$ cat src/rtl/rcc_bdcr_pkg.sv
// Shared constants and types for the backup-domain control register.
// Bit map, LSE state encoding and counter width.
package rcc_bdcr_pkg;

  localparam int unsigned DATA_W       = 24;
  localparam int unsigned BE_W         = 3;
  localparam int unsigned CNT_W        = 16;

  localparam int unsigned LSEON_BIT    = 0;
  localparam int unsigned LSERDY_BIT   = 1;
  localparam int unsigned LSEBYP_BIT   = 2;
  localparam int unsigned LSEDRV_LSB   = 3;
  localparam int unsigned LSEDRV_W     = 2;
  localparam int unsigned LSECSSON_BIT = 5;
  localparam int unsigned LSECSSD_BIT  = 6;
  localparam int unsigned RTCSEL_LSB   = 8;
  localparam int unsigned RTCEN_BIT    = 15;
  localparam int unsigned BDRST_BIT    = 16;
  localparam int unsigned LSECSSIE_BIT = 17;
  localparam int unsigned LSECSSF_BIT  = 18;

  typedef enum logic [1:0] {
    OFF     = 2'd0,
    STARTUP = 2'd1,
    READY   = 2'd2,
    FAIL    = 2'd3
  } lse_state_e;

endpackage

$ cat src/rtl/rcc_lse_edge_sync.sv
// Synchronises the asynchronous divided-LSE toggle and flags either edge.
// lse_edge_o is registered: an input change shows up SYNC_STAGES+1 clocks later.
module rcc_lse_edge_sync #(
  parameter int unsigned SYNC_STAGES = 2
) (
  input  logic clk,
  input  logic rst_n,
  input  logic lse_div_i,
  output logic lse_edge_o
);

  logic [SYNC_STAGES-1:0] sync_q;
  logic                   prev_q;
  logic                   edge_q;

  always_ff @(posedge clk or negedge rst_n) begin
    if (!rst_n) begin
      sync_q <= '0;
      prev_q <= 1'b0;
      edge_q <= 1'b0;
    end else begin
      sync_q <= {sync_q[SYNC_STAGES-2:0], lse_div_i};
      prev_q <= sync_q[SYNC_STAGES-1];
      edge_q <= sync_q[SYNC_STAGES-1] ^ prev_q;
    end
  end

  assign lse_edge_o = edge_q;

endmodule

$ cat src/rtl/rcc_bdcr_ctrl.sv
// Backup-domain control register with LSE startup FSM and clock-security watchdog.
// Optional CSS interrupt (bits 17/18, lsecss_irq_o) built with RCC_BDCR_CSS_IRQ_EN.
module rcc_bdcr_ctrl
  import rcc_bdcr_pkg::*;
#(
  parameter int unsigned RTCSEL_W      = 2,
  parameter int unsigned SYNC_STAGES   = 2,
  parameter int unsigned STARTUP_EDGES = 64,
  parameter int unsigned CSS_TIMEOUT   = 256
) (
  input  logic                clk,
  input  logic                rst_n,
  input  logic                wr_en_i,
  input  logic [BE_W-1:0]     wr_be_i,
  input  logic [DATA_W-1:0]   wr_data_i,
  output logic [DATA_W-1:0]   rd_data_o,
  input  logic                lse_div_i,
  output logic                lseon_o,
  output logic                lsebyp_o,
  output logic [LSEDRV_W-1:0] lsedrv_o,
  output logic                rtcen_o,
  output logic [RTCSEL_W-1:0] rtcsel_o,
  output logic                bdrst_o,
  output logic                lserdy_o,
  output logic                lsecssd_o,
  output logic                lsecss_fail_o
`ifdef RCC_BDCR_CSS_IRQ_EN
  ,
  output logic                lsecss_irq_o
`endif
);

  lse_state_e          state_q, state_d;
  logic [CNT_W-1:0]    start_cnt_q, start_cnt_d;
  logic [CNT_W-1:0]    wdog_q, wdog_d;
  logic [CNT_W-1:0]    start_inc;
  logic                lseon_q, lseon_d;
  logic                lsebyp_q, lsebyp_d;
  logic [LSEDRV_W-1:0] lsedrv_q, lsedrv_d;
  logic                lsecsson_q, lsecsson_d;
  logic                lsecssd_q, lsecssd_d;
  logic [RTCSEL_W-1:0] rtcsel_q, rtcsel_d;
  logic                rtcen_q, rtcen_d;
  logic                bdrst_q, bdrst_d;
  logic                lserdy_q, lserdy_d;
  logic                css_fail_q, css_fail_d;
  logic                fail_c;
  logic                lse_edge;
  logic                wr_b0, wr_b1, wr_b2;
  logic                unused_wr_data;
`ifdef RCC_BDCR_CSS_IRQ_EN
  logic                lsecssie_q, lsecssie_d;
  logic                lsecssf_q, lsecssf_d;
  logic                irq_q, irq_d;
`endif

  rcc_lse_edge_sync #(
    .SYNC_STAGES (SYNC_STAGES)
  ) u_edge_sync (
    .clk        (clk),
    .rst_n      (rst_n),
    .lse_div_i  (lse_div_i),
    .lse_edge_o (lse_edge)
  );

  assign wr_b0 = wr_en_i & wr_be_i[0];
  assign wr_b1 = wr_en_i & wr_be_i[1];
  assign wr_b2 = wr_en_i & wr_be_i[2];
  assign unused_wr_data = ^wr_data_i;

  // LSE state register
  always_ff @(posedge clk or negedge rst_n) begin
    if (!rst_n) begin
      state_q <= OFF;
    end else begin
      state_q <= state_d;
    end
  end

  // Next state, counters and register fields
  always_comb begin
    state_d     = state_q;
    start_cnt_d = start_cnt_q;
    wdog_d      = wdog_q;
    start_inc   = start_cnt_q + CNT_W'(1);
    fail_c      = 1'b0;
    lseon_d     = lseon_q;
    lsebyp_d    = lsebyp_q;
    lsedrv_d    = lsedrv_q;
    lsecsson_d  = lsecsson_q;
    lsecssd_d   = lsecssd_q;
    rtcsel_d    = rtcsel_q;
    rtcen_d     = rtcen_q;
    bdrst_d     = bdrst_q;
`ifdef RCC_BDCR_CSS_IRQ_EN
    lsecssie_d  = lsecssie_q;
    lsecssf_d   = lsecssf_q;
`endif

    if (!lseon_q || bdrst_q) begin
      state_d     = OFF;
      start_cnt_d = '0;
      wdog_d      = '0;
    end else begin
      unique case (state_q)
        OFF: begin
          start_cnt_d = '0;
          wdog_d      = '0;
          state_d     = STARTUP;
        end
        STARTUP: begin
          if (lse_edge) begin
            if (start_inc == CNT_W'(STARTUP_EDGES)) begin
              state_d     = READY;
              start_cnt_d = '0;
              wdog_d      = '0;
            end else begin
              start_cnt_d = start_inc;
            end
          end
        end
        READY: begin
          if (lse_edge) begin
            wdog_d = '0;
          end else if (wdog_q != '1) begin
            wdog_d = wdog_q + CNT_W'(1);
          end
          // Watchdog only trips while CSS is armed and no edge arrives this cycle
          if (lsecsson_q && !lse_edge && (wdog_q == CNT_W'(CSS_TIMEOUT - 1))) begin
            fail_c  = 1'b1;
            state_d = FAIL;
          end
        end
        FAIL: begin
          state_d = FAIL;
        end
        default: state_d = OFF;
      endcase
    end

    if (wr_b0) begin
      lseon_d = wr_data_i[LSEON_BIT];
      if (!lseon_q && (state_q == OFF)) begin
        lsebyp_d = wr_data_i[LSEBYP_BIT];
        lsedrv_d = wr_data_i[LSEDRV_LSB +: LSEDRV_W];
      end
      if (wr_data_i[LSECSSON_BIT]) begin
        lsecsson_d = 1'b1;
      end
    end
    if (wr_b1) begin
      rtcen_d = wr_data_i[RTCEN_BIT];
      if (rtcsel_q == '0) begin
        rtcsel_d = wr_data_i[RTCSEL_LSB +: RTCSEL_W];
      end
    end
    if (wr_b2) begin
      bdrst_d = wr_data_i[BDRST_BIT];
`ifdef RCC_BDCR_CSS_IRQ_EN
      lsecssie_d = wr_data_i[LSECSSIE_BIT];
      if (wr_data_i[LSECSSF_BIT]) begin
        lsecssf_d = 1'b0;
      end
`endif
    end
`ifdef RCC_BDCR_CSS_IRQ_EN
    if (css_fail_q) begin
      lsecssf_d = 1'b1;
    end
`endif

    // A failure overrides a same-cycle software write
    if (fail_c) begin
      lsecsson_d = 1'b0;
      rtcsel_d   = '0;
      lsecssd_d  = 1'b1;
    end
    css_fail_d = fail_c;

    // Backup-domain reset clears everything except itself, old or newly written
    if (bdrst_q || bdrst_d) begin
      lseon_d    = 1'b0;
      lsebyp_d   = 1'b0;
      lsedrv_d   = '0;
      lsecsson_d = 1'b0;
      lsecssd_d  = 1'b0;
      rtcsel_d   = '0;
      rtcen_d    = 1'b0;
      state_d    = OFF;
`ifdef RCC_BDCR_CSS_IRQ_EN
      lsecssie_d = 1'b0;
      lsecssf_d  = 1'b0;
`endif
    end

    lserdy_d = (state_d == READY);
`ifdef RCC_BDCR_CSS_IRQ_EN
    irq_d = lsecssie_d & lsecssf_d;
`endif
  end

  // Field and counter registers
  always_ff @(posedge clk or negedge rst_n) begin
    if (!rst_n) begin
      start_cnt_q <= '0;
      wdog_q      <= '0;
      lseon_q     <= 1'b0;
      lsebyp_q    <= 1'b0;
      lsedrv_q    <= '0;
      lsecsson_q  <= 1'b0;
      lsecssd_q   <= 1'b0;
      rtcsel_q    <= '0;
      rtcen_q     <= 1'b0;
      bdrst_q     <= 1'b0;
      lserdy_q    <= 1'b0;
      css_fail_q  <= 1'b0;
`ifdef RCC_BDCR_CSS_IRQ_EN
      lsecssie_q  <= 1'b0;
      lsecssf_q   <= 1'b0;
      irq_q       <= 1'b0;
`endif
    end else begin
      start_cnt_q <= start_cnt_d;
      wdog_q      <= wdog_d;
      lseon_q     <= lseon_d;
      lsebyp_q    <= lsebyp_d;
      lsedrv_q    <= lsedrv_d;
      lsecsson_q  <= lsecsson_d;
      lsecssd_q   <= lsecssd_d;
      rtcsel_q    <= rtcsel_d;
      rtcen_q     <= rtcen_d;
      bdrst_q     <= bdrst_d;
      lserdy_q    <= lserdy_d;
      css_fail_q  <= css_fail_d;
`ifdef RCC_BDCR_CSS_IRQ_EN
      lsecssie_q  <= lsecssie_d;
      lsecssf_q   <= lsecssf_d;
      irq_q       <= irq_d;
`endif
    end
  end

  // Register image; unused bits read 0
  always_comb begin
    rd_data_o                             = '0;
    rd_data_o[LSEON_BIT]                  = lseon_q;
    rd_data_o[LSERDY_BIT]                 = lserdy_q;
    rd_data_o[LSEBYP_BIT]                 = lsebyp_q;
    rd_data_o[LSEDRV_LSB +: LSEDRV_W]     = lsedrv_q;
    rd_data_o[LSECSSON_BIT]               = lsecsson_q;
    rd_data_o[LSECSSD_BIT]                = lsecssd_q;
    rd_data_o[RTCSEL_LSB +: RTCSEL_W]     = rtcsel_q;
    rd_data_o[RTCEN_BIT]                  = rtcen_q;
    rd_data_o[BDRST_BIT]                  = bdrst_q;
`ifdef RCC_BDCR_CSS_IRQ_EN
    rd_data_o[LSECSSIE_BIT]               = lsecssie_q;
    rd_data_o[LSECSSF_BIT]                = lsecssf_q;
`endif
  end

  assign lseon_o       = lseon_q;
  assign lsebyp_o      = lsebyp_q;
  assign lsedrv_o      = lsedrv_q;
  assign rtcen_o       = rtcen_q;
  assign rtcsel_o      = rtcsel_q;
  assign bdrst_o       = bdrst_q;
  assign lserdy_o      = lserdy_q;
  assign lsecssd_o     = lsecssd_q;
  assign lsecss_fail_o = css_fail_q;
`ifdef RCC_BDCR_CSS_IRQ_EN
  assign lsecss_irq_o  = irq_q;
`endif

endmodule

$ cat config.mk
export PLATFORM = sky130hd
export DESIGN_NAME = rcc_bdcr_ctrl
export DESIGN_NICKNAME = d
export VERILOG_FILES = /design/src/rtl/rcc_bdcr_pkg.sv /design/src/rtl/rcc_lse_edge_sync.sv /design/src/rtl/rcc_bdcr_ctrl.sv
export SDC_FILE = /design/constraint.sdc
export NUM_CORES = 1
export LEC_CHECK = 0
export CORE_MARGIN = 10
export CORE_UTILIZATION = 55
export DETAILED_ROUTE_END_ITERATION = 7
export PLACE_DENSITY = 0.94
export SYNTH_ARGS = -nofsm -noshare
export SYNTH_HDL_FRONTEND = slang
export SYNTH_SLANG_ARGS = --single-unit
$ cat constraint.sdc
create_clock -name clk -period 4.94 [get_ports clk]
set_input_delay 0.988 -clock clk [delete_from_list [all_inputs] [get_ports clk]]
set_output_delay 0.988 -clock clk [all_outputs]
set_load 0.02 [all_outputs]
==> impl_metrics.json <==
{
  "synth_top_area_share": 0.413,
  "synthCells": 346,
  "worstHoldPathType": "flip-flop to flip-flop",
  "drt_iter0_drc": 366,
  "via_count": 2713,
  "synthMuxAreaShare": 0.0169,
  "r2r_cells": 7,
  "post_cts_buffers": 0,
  "grt_pass1_vias": 2565,
  "min_path_cells": 0,
  "cts_buffers": 5,
  "diodes": 0,
  "finalSetupViolCount": 0,
  "final.setup.tns_ps": 0,
  "final-hold-violation-count": 0,
  "slew-limit-headroom": 0.265,
  "io_pins": 66,
  "synthesis.area_sq_mm": 0.00303,
  "finalWeightedCongestion": 0.902,
  "layout.cells.most_common_list": "50 x dfrtp_1, 40 x nand2_1, 36 x clkdlybuf4s50_1",
  "fp.coreArea_sq_mm": 0.00524,
  "grt_pass1_wl_um": 12300,
  "worst-endpoint-required_ps": 5120,
  "path_max_fanout": 12,
  "final_layout_size_suffix_gt1_frac": 0.0601,
  "skew_ps": 10.4,
  "synth_compound_area_frac": 0.184,
  "route.detailed.drc": 0,
  "synth_warnings": 0,
  "path_class": "flip-flop to flip-flop",
  "place_inst": 428,
  "cts_sinks": 50,
  "period_share": 0.507,
  "nets": 398,
  "synth.distinct_cells": 56,
  "areaGrowthSynthToFinish_pct": 11.7,
  "hold_buffers": 0,
  "drt-total-wl_um": 7290,
  "synthTopCellsByArea": "dfrtp_1 41%, buf_4 6.4%, nand2_1 5.0%",
  "synth_top_family_by_area": "simple AND/OR/NAND/NOR gates",
  "grt_overflow": 0,
  "slew_viol_final": 0,
  "cts_buffer_depth": 2,
  "num_rows": 26,
  "yosys.area_share.simple": 0.267,
  "ff2ff_setup_slack_ps": 2440,
  "grt_max_degree": 51,
  "synth_flop_cell": "dfrtp_1",
  "worst_setup_path_start_kind": "flip-flop",
  "die_w_um": 94.3,
  "rsz0062_at_grt": "no",
  "drv_cap": 0,
  "hpwl_um": 5200,
  "fillers": 387,
  "drtAntennaViolNets": 0,
  "worst_pin_slew_ps": 1100,
  "die_height_um": 94.3,
  "clkTransAtPathRegs_ps": 90,
  "cts_resized": 0,
  "yosysTopAreaCell": "dfrtp_1",
  "grt_antenna_before_repair": 0,
  "min_period_ps": 2500,
  "power_uw": 767,
  "die_area_sq_mm": 0.00888,
  "cts_tree": "yes",
  "grt_usage": 0.167,
  "p_leak_uw": 0.00134,
  "yosys_register_bits": 50,
  "layout_commonest_cell": "dfrtp_1",
  "synth_enable_flop_cells": 0,
  "layout.cells.non_filler": 436,
  "vias_per_cell": 6.22,
  "cts-root-buf": "clkbuf_8",
  "endpoint_kind": "flip-flop",
  "avgSynthCellArea_sq_um": 8.77,
  "yosys.area_share.adder": 0.00825,
  "cp.arrival_ps": 2680,
  "fmaxAchievable_mhz": 400,
  "wl_per_cell_um": 16.7,
  "synthXorXnorAreaFrac": 0.0231,
  "async_reset_ff_frac": 1.00,
  "outcome": "finished clean",
  "portBuffers": 37,
  "ys_seq_area_frac": 0.413,
  "initial_core_util": 0.579,
  "ir_worst_vdd_mv": 0.217,
  "clk_latency_ps": 310,
  "drt-pass1-iter-count": 5,
  "p_per_area_mw_per_mm2": 226,
  "cts-htree-levels": 2
}
path summary, 6_finish.rpt:
check                                      start               endpoint
max                               start_cnt_q[6]             wdog_q[14]
min                        u_edge_sync.sync_q[0]  u_edge_sync.sync_q[1]
max reg2reg                       start_cnt_q[6]             wdog_q[14]
min reg2reg                u_edge_sync.sync_q[0]  u_edge_sync.sync_q[1]
max in group asynchronous                  rst_n        start_cnt_q[11]
min in group asynchronous                  rst_n               lserdy_o
layout make-up:
class | count | area (sq um) | area share
repair buffers | 39 | 380 | 0.112
inverters | 4 | 15.0 | 0.00443
clock inverters | 1 | 5.00 | 0.00148
well taps | 70 | 87.6 | 0.0259
multi-input cells | 265 | 1560 | 0.461
flip-flops and latches | 50 | 1250 | 0.369
clock buffers | 7 | 86.3 | 0.0255
Yosys cell counts, types with 2 or more instances:
cell,count
dfrtp_1,50
nand2_1,40
nor2_1,33
buf_4,26
a21oi_1,23
nand3_1,19
o21ai_0,18
and3_1,9
nand4_1,9
clkbuf_1,8
nor4_1,8
o31ai_1,8
a31oi_1,7
nor3b_1,6
nor3_1,5
o211ai_1,5
buf_2,4
inv_1,4
mux2i_1,4
or4_1,4
xnor2_1,4
xor2_1,4
a31o_2,3
nand2b_1,3
nand3b_1,3
o21a_1,3
o22ai_1,3
and2_1,2
ha_1,2
nand4bb_1,2
or3_1,2
state kept, by name, summed over array words and instances (netlist names):
name                    count
lserdy_o                    1
rtcsel_o                    2
lsecsson_q                  1
wdog_q                     16
u_edge_sync.prev_q          1
lsebyp_o                    1
state_q                     2
lsecss_fail_o               1
rtcen_o                     1
lsedrv_o                    2
u_edge_sync.lse_edge_o      1
u_edge_sync.sync_q          2
lsecssd_o                   1
lseon_o                     1
start_cnt_q                16
bdrst_o                     1
metrics by stage:
step	area, sq um	setup WS, ps	hold WS (ps)	util
final	3390	2440	358	0.647
after floorplan	3080	2760	331	-
after global placement	3300	2220	341	0.629
after global routing	3390	2310	363	0.647
after detailed placement	3300	2190	342	0.629
after CTS	3390	2470	361	0.647
power by group:
part	leakage (uW)	internal (uW)	switching [uW]
sequential	0.000684	417	11.5
combinational	0.000607	38.6	49.8
clock	0.0000482	113	136
metal layers:
layer	wire length [um]	up-vias	GRT usage
li1	-	1267	-
met1	2980	1278	0.206
met2	3360	159	0.264
met3	853	9	0.0624
met4	95	0	0.0532
met5	0	-	0
cell families after synthesis:
group / count (synthesis)
adders and majority gates: 2
AOI/OAI and AO/OA: 84
DFF: 50
other: 1
muxes: 5
buffers and inverters: 43
and+or+nand+nor: 153
xor gates and xnor gates: 8
worst max-delay path: stages, from the launching register on:
cell and delay [ps]:
dfrtp_1 550, nand4_1 290, nor4_1 390, xnor2_1 230
o2111ai_1 190, buf_4 220, nor2_1 340, o21ai_0 160
Note: power is estimated with default switching activity, not from simulation.
